**src/rtl/reg_file_pkg.sv**
```systemverilog
// Shared defaults for the multi-port register file and its scoreboard.
// Holds the default width/depth and the zero-register and bypass options.
package reg_file_pkg;

    localparam int DEF_DATA_W    = 8;
    localparam int DEF_ADDR_W    = 3;
    localparam bit DEF_ZERO_REG0 = 1'b0;
    localparam bit DEF_BYPASS    = 1'b0;

endpackage

```
**src/rtl/reg_scoreboard.sv**
```systemverilog
// Busy-bit array: one bit per register, marking a pending producer.
// Ports: CLK, RESET (sync, active-high), i_set/i_set_addr sets a bit,
// i_clr1/i_clr2 with addresses clear bits, i_q1/i_q2 addresses query bits.
module reg_scoreboard
    import reg_file_pkg::*;
#(
    parameter int ADDR_W = DEF_ADDR_W
) (
    input  logic              CLK,
    input  logic              RESET,
    input  logic              i_set,
    input  logic [ADDR_W-1:0] i_set_addr,
    input  logic              i_clr1,
    input  logic [ADDR_W-1:0] i_clr1_addr,
    input  logic              i_clr2,
    input  logic [ADDR_W-1:0] i_clr2_addr,
    input  logic [ADDR_W-1:0] i_q1_addr,
    input  logic [ADDR_W-1:0] i_q2_addr,
    output logic              o_q1_busy,
    output logic              o_q2_busy
);

    localparam int DEPTH = 1 << ADDR_W;

    logic [DEPTH-1:0] r_busy;

    // A reserve in the same cycle as a write to that register wins,
    // since the newly reserved producer has not delivered yet.
    always_ff @(posedge CLK) begin
        if (RESET) begin
            r_busy <= '0;
        end else begin
            for (int i = 0; i < DEPTH; i++) begin
                if (i_set && (i_set_addr == ADDR_W'(i))) begin
                    r_busy[i] <= 1'b1;
                end else if ((i_clr1 && (i_clr1_addr == ADDR_W'(i))) ||
                             (i_clr2 && (i_clr2_addr == ADDR_W'(i)))) begin
                    r_busy[i] <= 1'b0;
                end
            end
        end
    end

    assign o_q1_busy = r_busy[i_q1_addr];
    assign o_q2_busy = r_busy[i_q2_addr];

endmodule

```
**src/rtl/reg_file_multi.sv**
```systemverilog
// Two-write, two-read register file with busy scoreboard, optional
// zero register, optional write-to-read bypass and a collision flag.
// Ports: CLK, RESET (sync), WRITE1/2 + INADDRESS1/2 + IN1/2 write ports,
// OUT1/2ADDRESS -> OUT1/2 + OUT1/2VALID reads, RESERVE/RESADDRESS, COLLISION.
module reg_file_multi
    import reg_file_pkg::*;
#(
    parameter int DATA_W    = DEF_DATA_W,
    parameter int ADDR_W    = DEF_ADDR_W,
    parameter bit ZERO_REG0 = DEF_ZERO_REG0,
    parameter bit BYPASS    = DEF_BYPASS
) (
    input  logic              CLK,
    input  logic              RESET,
    input  logic              WRITE1,
    input  logic              WRITE2,
    input  logic [ADDR_W-1:0] INADDRESS1,
    input  logic [ADDR_W-1:0] INADDRESS2,
    input  logic [DATA_W-1:0] IN1,
    input  logic [DATA_W-1:0] IN2,
    input  logic [ADDR_W-1:0] OUT1ADDRESS,
    input  logic [ADDR_W-1:0] OUT2ADDRESS,
    output logic [DATA_W-1:0] OUT1,
    output logic [DATA_W-1:0] OUT2,
    output logic              OUT1VALID,
    output logic              OUT2VALID,
    input  logic              RESERVE,
    input  logic [ADDR_W-1:0] RESADDRESS,
    output logic              COLLISION
);

    localparam int DEPTH = 1 << ADDR_W;

    logic [DATA_W-1:0] r_mem [DEPTH];
    logic              r_collision;

    logic              w_wr1;
    logic              w_wr2_req;
    logic              w_wr2;
    logic              w_res;
    logic              w_coll;
    logic [ADDR_W-1:0] w_raddr  [2];
    logic              w_busy   [2];
    logic [DATA_W-1:0] w_rdata  [2];
    logic              w_rvalid [2];

    // Effective strobes: nothing happens under reset, and register 0
    // swallows writes and reserves when it is hardwired to zero.
    assign w_wr1 = WRITE1 && !RESET &&
                   !(ZERO_REG0 && (INADDRESS1 == '0));
    assign w_wr2_req = WRITE2 && !RESET &&
                       !(ZERO_REG0 && (INADDRESS2 == '0));
    assign w_res = RESERVE && !RESET &&
                   !(ZERO_REG0 && (RESADDRESS == '0));

    // Port 1 owns a shared target; port 2 is dropped and flagged.
    assign w_coll = w_wr1 && w_wr2_req && (INADDRESS1 == INADDRESS2);
    assign w_wr2  = w_wr2_req && !w_coll;

    always_ff @(posedge CLK) begin
        if (RESET) begin
            for (int i = 0; i < DEPTH; i++) begin
                r_mem[i] <= '0;
            end
            r_collision <= 1'b0;
        end else begin
            if (w_wr2) begin
                r_mem[INADDRESS2] <= IN2;
            end
            if (w_wr1) begin
                r_mem[INADDRESS1] <= IN1;
            end
            r_collision <= w_coll;
        end
    end

    assign COLLISION = r_collision;

    reg_scoreboard #(
        .ADDR_W(ADDR_W)
    ) u_sb (
        .CLK        (CLK),
        .RESET      (RESET),
        .i_set      (w_res),
        .i_set_addr (RESADDRESS),
        .i_clr1     (w_wr1),
        .i_clr1_addr(INADDRESS1),
        .i_clr2     (w_wr2),
        .i_clr2_addr(INADDRESS2),
        .i_q1_addr  (OUT1ADDRESS),
        .i_q2_addr  (OUT2ADDRESS),
        .o_q1_busy  (w_busy[0]),
        .o_q2_busy  (w_busy[1])
    );

    assign w_raddr[0] = OUT1ADDRESS;
    assign w_raddr[1] = OUT2ADDRESS;

    // Port 2 forwarding is applied first so port 1 overrides it.
    always_comb begin
        for (int p = 0; p < 2; p++) begin
            w_rdata[p]  = r_mem[w_raddr[p]];
            w_rvalid[p] = !w_busy[p];
            if (BYPASS) begin
                if (w_wr2 && (INADDRESS2 == w_raddr[p])) begin
                    w_rdata[p]  = IN2;
                    w_rvalid[p] = !(w_res && (RESADDRESS == w_raddr[p]));
                end
                if (w_wr1 && (INADDRESS1 == w_raddr[p])) begin
                    w_rdata[p]  = IN1;
                    w_rvalid[p] = !(w_res && (RESADDRESS == w_raddr[p]));
                end
            end
            if (ZERO_REG0 && (w_raddr[p] == '0)) begin
                w_rdata[p]  = '0;
                w_rvalid[p] = 1'b1;
            end
        end
    end

    assign OUT1      = w_rdata[0];
    assign OUT2      = w_rdata[1];
    assign OUT1VALID = w_rvalid[0];
    assign OUT2VALID = w_rvalid[1];

endmodule

```
**config.mk**
```make
export PLATFORM = sky130hd
export DESIGN_NAME = reg_file_multi
export DESIGN_NICKNAME = d
export VERILOG_FILES = /design/src/rtl/reg_file_pkg.sv /design/src/rtl/reg_scoreboard.sv /design/src/rtl/reg_file_multi.sv
export SDC_FILE = /design/constraint.sdc
export NUM_CORES = 1
export LEC_CHECK = 0
export CORE_MARGIN = 4
export CORE_UTILIZATION = 31
export CTS_CLUSTER_SIZE = 30
export DETAILED_ROUTE_END_ITERATION = 8
export PLACE_DENSITY = 0.57
export SETUP_SLACK_MARGIN = 0.1
export SYNTH_ARGS = -nofsm -noshare
export SYNTH_HDL_FRONTEND = slang
export SYNTH_SLANG_ARGS = --single-unit
export TNS_END_PERCENT = 50
```
**constraint.sdc**
```tcl
create_clock -name CLK -period 6.5 [get_ports CLK]
set_input_delay 1.3 -clock CLK [delete_from_list [all_inputs] [get_ports CLK]]
set_output_delay 1.3 -clock CLK [all_outputs]
set_load 0.05 [all_outputs]
```
Yosys cells after proc, flatten, opt, wreduce, memory -nomap -nowiden
Memory sizes are Yosys's and may differ from the RTL's.
Index checks and enable logic that the tools add are counted.
W data, S select, Z words.
- bits in registers: 9
- latch bits: 0
- bits in writable memories: 64
- ROM bits: 0
- bits of input ports: 36
- output and inout bits: 19
- word-level logic and storage cells: 123
- memories kept: 1
- add/subtract/negate cells: 0
- multipliers: 0
- div/mod/pow operators: 0
- magnitude comparators: 2
- equal/unequal tests: 22
- shift-type cells: 0
- muxes and demuxes: 34
- bitwise gates (word level): 0
- reduce and logical (&&, ||, !) cells: 55
- memories (memory ; words ; bits a word ; read ports ; clocked after memory_dff ; write ports ; line ; RTL):
    r_mem ; 8 ; 8 ; 2 ; 0 ; 8 ; reg_file_multi.sv:34 ; logic [DATA_W-1:0] r_mem [DEPTH];
- operators by type and width (operator ; count):
    $eq A3 B3 Y1 const B ; 12
    $logic_and A1 B1 Y1 ; 30
    $mux W1 ; 28
    $eq A3 B2 Y1 const B ; 6
    $mux W8 ; 2
    $reduce_bool A2 Y1 ; 8
    $reduce_or A8 Y1 ; 2
    $eq A3 B1 Y1 const B ; 3
    $logic_not A3 Y1 ; 3
    $logic_or A1 B1 Y1 ; 8
    $lt A3 B4 Y1 const B ; 2
    $bmux W1 S3 ; 2
    $mux W3 ; 2
    $logic_not A1 Y1 ; 4
    $eq A3 B3 Y1 ; 1

Depth between registers and ports, before layout
Gate-level depths: netlist of run 1.
- depth in word-level cells: 11
- gate-level depth with buffers: 5
- gate-level depth less buffers: 4

Cells and area by module
Synthesis of run 1 repeated with hierarchy kept, for this count alone.
- cell total of the unflattened synthesis: 312
- area total of the unflattened synthesis: 4690.7 µm²
- modules (own cells, without submodules) (module ; instances ; cells each ; area an instance (µm²) ; seq. area each (µm²)):
    reg_file_multi ; 1 ; 259 ; 4082.7 ; 1941.9
    reg_scoreboard ; 1 ; 53 ; 608.1 ; 160.2

Worst setup path before layout of run 1
OpenSTA, ideal clock, no wires.
- kind: in2out
- start point: input OUT1ADDRESS[0]
- end point: output OUT1VALID
- arrival time: 3013 ps
- data required time: 5200 ps
- slack: 2187 ps
- cell stages on the path: 4
- buffers on the path: 2
- cell sequence: buf_2 -> buf_2 -> mux4_2 -> mux2i_1
- word-level cells in the longest chain between the ends: 3
- RTL lines (item ; line ; RTL):
    start, declared ; reg_file_multi.sv:21 ; input logic [ADDR_W-1:0] OUT1ADDRESS,
    $bmux W1 S3 ; reg_scoreboard.sv:44 ; assign o_q1_busy = r_busy[i_q1_addr];
    $mux W1 (not written as such) ; reg_scoreboard.sv:44 ;
    $logic_not A1 Y1 ; reg_file_multi.sv:103 ; w_rvalid[p] = !w_busy[p];
    end, declared ; reg_file_multi.sv:25 ; output logic OUT1VALID,
No other way between the ends. The select of a mux whose other input is x is not followed.

Worst setup path in the final report of run 1
- start point: input OUT1ADDRESS[1]
- end point: output OUT1VALID
The elaborated chain is that of the path after synthesis.

==> results of run 1 <==
## synth_stat cells, types with 6 or more instances
cell type  number  area share (%)
a22o_1         64              13
edfxtp_1       64              44
mux4_2         36              19
buf_1          18             1.5
mux2_2         16             4.1
buf_2          10             1.1
dfxtp_1         9             4.1
inv_1           9            0.77
or3_1           8             1.1
clkbuf_1        6            0.52
nor2_2          6            0.86
o41ai_1         6             1.2
## logic make-up after synthesis
kind of cell,count (synthesis),share of synthesized area (%)
mux,54,23.15
xor+xnor,3,0.9453
flops,73,48.12
simple gates,46,7.649
buf+inv,44,4.153
compound gates,74,15.98
## stage by stage
stage                     power (W)  cell area (um^2)
after global placement    0.0008306              5069
final                      0.001276              5339
after global routing       0.001317              5339
after CTS                  0.001285              5339
after detailed placement  0.0008354              5069
after floorplan           0.0007437              4368
## path summary, 6_finish.rpt
path	start	endpoint	depth (start not counted)
max	OUT1ADDRESS[1]	OUT1VALID	4
min	u_sb.r_busy[4]$_SDFFE_PP0P_	u_sb.r_busy[4]$_SDFFE_PP0P_	2
max reg2reg	u_sb.r_busy[3]$_SDFFE_PP0P_	u_sb.r_busy[3]$_SDFFE_PP0P_	2
min reg2reg	u_sb.r_busy[4]$_SDFFE_PP0P_	u_sb.r_busy[4]$_SDFFE_PP0P_	2
## power by group through the flow
stage / Combinational (W) / Clock (W) / Sequential (W)
2_1_floorplan: 0.000181 / 0 / 0.000563
3_3_place_gp: 0.000261 / 0 / 0.000570
3_5_place_dp: 0.000264 / 0 / 0.000571
4_1_cts: 0.000265 / 0.000458 / 0.000562
5_1_grt: 0.000276 / 0.000476 / 0.000565
6_report: 0.000261 / 0.000454 / 0.000562
## sequential cells by signal (all words and copies together), names as in the netlist
register     cells
r_mem           64
u_sb.r_busy      8
COLLISION        1
## critical path, stage by stage
cell             delay, ps
clkdlybuf4s50_1        880
mux4_2                 590
mux2i_1                220
clkdlybuf4s50_1        850
## cell usage in the layout, fill, tap and decap left out, types with 3 or more instances in the layout
master and n:
nand2b_1 3, nand3_1 4, buf_4 11, a22o_1 64, nor2_2 6, o41ai_1 6
edfxtp_1 64, mux4_2 36, nand2_1 5, clkbuf_16 9, clkdlybuf4s50_1 54, nor3_2 4
dfxtp_1 9, nand3b_1 4, clkinvlp_4 3, mux2_2 16, or3_1 8, nor4_2 3
inv_1 9
## cell type report
cell class	count	area share (%)
Clock buffer	9	4.218
Clock inverter	7	0.8437
Inverter	9	0.6328
Multi-Input combinational cell	177	39.04
Sequential cell	73	39.37
Tap cell	180	4.218
Timing Repair Buffer	65	11.67
## routing by layer
| layer | routed length [um] | part of all wire, % | up-vias |
|---|---|---|---|
| met3 | 1238 | 9.9 | 16 |
| met4 | 176 | 1.4 | 0 |
| met5 | 0 | 0 | - |
| met1 | 5086 | 41 | 1468 |
| met2 | 6056 | 48 | 142 |
| li1 | - | - | 1310 |
==> metrics.txt, run 1 <==
Async SR Flop Fraction 0%; period utilization 79.18%; initial antenna violation count 0; met1 Track Usage GR 20.71%; Fmax 194.3 MHz; Non-Filler Instances 520; Nets roughly 370; Core Region 13830 um^2; Final Hold Viols 0; HPWL after detailed placement slightly below 9000 um; RSZ-0062 raised after global routing false; library cells used by synthesis 31; WHS 483.8 ps; register area about 2100 um^2; Die ar. 16050 um^2; Tmin final approximately 5100 ps; CTS max path bufs 2; Startpoint Class input pin; Seq pwr share 44.0%; Post-CTS Hold Buffers 0; Root Driver clkbuf_16; GRT overflow 0; post-place setup slack 1303 ps; Post-CTS Setup Bufs 0; Setup TNS 0 ps; WP data required 5200 ps; Slew Limit Fails 0; Post-synth top flop edfxtp_1; Vias 2936; met3 Use GR approximately 5%; Die Height approximately 130 um; met2 GRT Util 25.87%; number of synthesized flops with an enable pin 64; # DRC 0; r2r setup slk 5660 ps; vias in the first global route 3151; Cells after DPL 504; largest net degree at the start of global routing 25; post-route antenna net violation count 0; Rel. slew slack 33.30%; Clock power frac 35.5%; fraction of layout cells with a size suffix above 1 ~29%; CTS tree built; final core occ a little under 40%; switching pwr 0.0003615 W; via density per instance roughly 5.6; Synth Cell Area 4368 um^2; Port Buf Inserts 54; post-synthesis average cell area 14.86 um^2; routability cong. 0.7957; CTS resizes 0; wire per inst around 24 um; power density cells 239.1 nW/um^2; HP Class register to register; outcome complete, no violations; Worst VDD drop 118.2 uV; TritonCTS Buffers 9; most used routing layer in global routing met2; Net Count, Synth 330; Yosys Warn Count 0; Clock H-tree levels 3; Final setup viols 0; area of the multi-input gates 2085 um^2; number of synthesized register bits 73; fill count around 1300; switch share around 28%; Critical Path AT 3850 ps; row count 43; Worst-Skew Late Latency 330 ps; Fin Clk Skew 0 ps; DR iter-0 viols 221; logic gate share of total power 20.5%; clock-pin slew on the worst setup and hold paths around 60 ps; PnR worst setup slack roughly 1400 ps; Initial Utilization 31.59%; Mapped Cells 294; Internal around 0.0009 W; First-pass DRT Iterations 4; Ports 55; P&R area growth vs syn 22.23%; antenna cells 0; WL final 12560 um; Max-Cap Viols 0; DIE WIDTH ~130 um; Leakage 1.760 nW; CP endpoint kind primary output; sequential fraction of the synthesis area 48.12%; Crit Path Class input pin to primary output; CP Max Fanout 9; first-pass GRT wire length 18860 um; Slew @ Worst Pin ~1000 ps; Tot GR Track Use between 10% and 20%; # clock sinks 73
(Power assumes the default switching activity.)
==> run 2: changes to the inputs <==
--- a/config.mk
+++ b/config.mk
@@ -9,7 +9,7 @@
 export CORE_UTILIZATION = 31
 export CTS_CLUSTER_SIZE = 30
 export DETAILED_ROUTE_END_ITERATION = 8
-export PLACE_DENSITY = 0.57
+export PLACE_DENSITY = 0.58
 export SETUP_SLACK_MARGIN = 0.1
 export SYNTH_ARGS = -nofsm -noshare
 export SYNTH_HDL_FRONTEND = slang
==> constraint.sdc (replaced) <==
create_clock -name CLK -period 4.2 [get_ports CLK]
set_input_delay 0.84 -clock CLK [delete_from_list [all_inputs] [get_ports CLK]]
set_output_delay 0.84 -clock CLK [all_outputs]
set_load 0.05 [all_outputs]
==> run 2 against run 1 <==
  * Combinational power rose by 55%
  * Non-clock buffer count fell by 1
  * Critical path type unchanged
  * Sequential share of layout area fell by 0.27 points
  * Final area rose by 0.70%
==> metrics.txt, run 2 (same netlist as run 1, synthesis figures left out) <==
outcome complete, no violations (unchanged); post-place setup slack 570.4 ps (was 1303 ps); Internal 0.001590 W (was 0.0009149 W); Crit Path Class input pin to primary output (unchanged); period utilization a little under nine tenths; P&R area growth vs syn 23.09% (was 22.23%); Placement Cell Area 5041 um^2 (was 5069 um^2); Ports 55 (unchanged); Final Hold Viols 0 (unchanged); initial antenna violation count 0 (unchanged); leading cell types in the layout, fill and taps excluded a22o_1, edfxtp_1, mux4_2, clkdlybuf4s50_1, buf_4 (was a22o_1, edfxtp_1, clkdlybuf4s50_1); post-route antenna net violation count 0 (unchanged); PnR worst setup slack 606.3 ps (was 1354 ps); TritonCTS Buffers 9 (unchanged); logic gate share of total power 18.9% (was 20.5%); Core Region 13830 um^2 (unchanged); reg2reg end u_sb.r_busy[3]$_SDFFE_PP0P_ (unchanged); Clock power frac 40.6% (was 35.5%); R2R Path Start u_sb.r_busy[3]$_SDFFE_PP0P_ (unchanged); Root Driver clkbuf_16 (unchanged); DR iter-0 viols 243 (was 221); Initial Utilization 31.59% (unchanged); Seq pwr share 40.5% (was 44.0%); Hold Path Stages 2 (unchanged); Slew Limit Fails 0 (unchanged); Nets 370 (was 371); Clock H-tree levels 3 (unchanged); max reg flops 64 (unchanged); fraction of layout cells with a size suffix above 1 34.22% (was 29.41%); row count 43 (unchanged); Final setup viols 0 (unchanged); CP endpoint kind primary output (unchanged); CP Max Fanout 8 (was 9); HPWL after detailed placement 9000 um (was 8709 um); Port Buf Inserts 54 (unchanged); via density per instance 5.711 (was 5.646); Die Height 126.7 um (unchanged); Setup TNS 0 ps (unchanged); # DRC 0 (unchanged); GRT overflow 0 (unchanged); wire per inst 25.34 um (was 24.15 um); HP Class register to register (unchanged); Tot GR Track Use 17.07% (was 15.88%); # clock sinks 73 (unchanged); Leakage 1.817 nW (was 1.760 nW); Tmin final 3594 ps; WL final 13150 um (was 12560 um); clock-pin slew on the worst setup and hold paths 60 ps (about the same); Worst-Skew Late Latency 340 ps (was 330 ps); Fmax 278.3 MHz; DIE WIDTH 126.7 um (unchanged); switch share 25.93% (was 28.32%); Startpoint Class input pin (unchanged); register name with the most flops r_mem (unchanged); vias in the first global route 3182 (was 3151); Worst Setup SP OUT1ADDRESS[1] (unchanged); Slew @ Worst Pin 1010 ps (was 995.0 ps); power density cells 399.3 nW/um^2 (was 239.1 nW/um^2); Fin Clk Skew 0 ps (unchanged); final core occ 38.88% (was 38.61%); Die ar. 16050 um^2 (unchanged); WP data required 3360 ps (was 5200 ps); Critical Path AT 2750 ps (was 3850 ps); First-pass DRT Iterations 5 (was 4); Worst VDD drop 207.8 uV (was 118.2 uV); Cells after DPL 503 (was 504); antenna cells 0 (unchanged); first-pass GRT wire length 20280 um (was 18860 um); CTS tree built (unchanged); routability cong. 0.8128 (was 0.7957); CTS resizes 0 (unchanged); r2r setup slk 3270 ps (was 5660 ps); Vias 2964 (was 2936); Post-CTS Setup Bufs 0 (unchanged); Non-Filler Instances 519 (was 520); final instance area 5376 um^2 (was 5339 um^2); r2r worst-path depth 2 (unchanged); largest net degree at the start of global routing 24 (was 25); Post-CTS Hold Buffers 0 (unchanged); Max-Cap Viols 0 (unchanged); CTS max path bufs 2 (unchanged); Worst Setup EP OUT1VALID (unchanged); Rel. slew slack 32.32% (was 33.30%); switching pwr 0.0005568 W (was 0.0003615 W); RSZ-0062 raised after global routing false (unchanged)
run 2: power groups by stage:
stage / Combinational (W) / Sequential, W / Clock, W
after floorplan: 0.000280 / 0.000871 / 0
after global placement: 0.000403 / 0.000883 / 0
after detailed placement: 0.000407 / 0.000886 / 0
after CTS: 0.000408 / 0.000871 / 0.000876
after global routing: 0.000427 / 0.000877 / 0.000910
final: 0.000405 / 0.000870 / 0.000872
run 2: stage by stage:
step	hold slack (ps)	power, W
finish	485.5	0.002147
global route	498.2	0.002214
CTS	486.3	0.002155
detailed placement	477.3	0.001293
global placement	463.0	0.001285
floorplan	450.7	0.001151
run 2: worst min-delay path by stage:
stage	startpoint	to	slack [ps]
finish	u_sb.r_busy[4]$_SDFFE_PP0P_	u_sb.r_busy[4]$_SDFFE_PP0P_	490
global route	u_sb.r_busy[4]$_SDFFE_PP0P_	u_sb.r_busy[4]$_SDFFE_PP0P_	500
CTS	u_sb.r_busy[4]$_SDFFE_PP0P_	u_sb.r_busy[4]$_SDFFE_PP0P_	490
detailed placement	u_sb.r_busy[4]$_SDFFE_PP0P_	u_sb.r_busy[4]$_SDFFE_PP0P_	480
global placement	u_sb.r_busy[2]$_SDFFE_PP0P_	u_sb.r_busy[2]$_SDFFE_PP0P_	460
floorplan	u_sb.r_busy[1]$_SDFFE_PP0P_	u_sb.r_busy[1]$_SDFFE_PP0P_	450
run 2: critical path, stage by stage:
cell             delay (ps)
clkdlybuf4s50_1         760
mux4_2                  550
mux2i_1                 400
buf_12                  200
run 2: final cells by class:
type / instances / area (um^2)
Clock inverter: 6 / 106.4
Timing Repair Buffer: 64 / 595.6
Tap cell: 180 / 225.2
Fill cell: 1265 / 8451
Inverter: 9 / 33.78
Multi-Input combinational cell: 177 / 2085
Sequential cell: 73 / 2102
Clock buffer: 10 / 229.0
run 2: metal layers:
metal	vias up	wire length (um)	GRT usage, %	part of all wire (%)
met1	1503	5657	23.49	43
met5	-	0	0	0
met4	0	293	6.183	2.2
li1	1307	-	-	-
met2	132	6294	26.87	48
met3	22	906	3.411	6.9
==> run 3: changes to the inputs <==
--- a/config.mk
+++ b/config.mk
@@ -11,6 +11,7 @@
 export DETAILED_ROUTE_END_ITERATION = 8
 export PLACE_DENSITY = 0.58
 export SETUP_SLACK_MARGIN = 0.1
+export SKIP_LAST_GASP = 1
 export SYNTH_ARGS = -nofsm -noshare
 export SYNTH_HDL_FRONTEND = slang
 export SYNTH_SLANG_ARGS = --single-unit
==> results of run 3 <==
No change in the layout: final DEF, timing and power equal those of run 2.
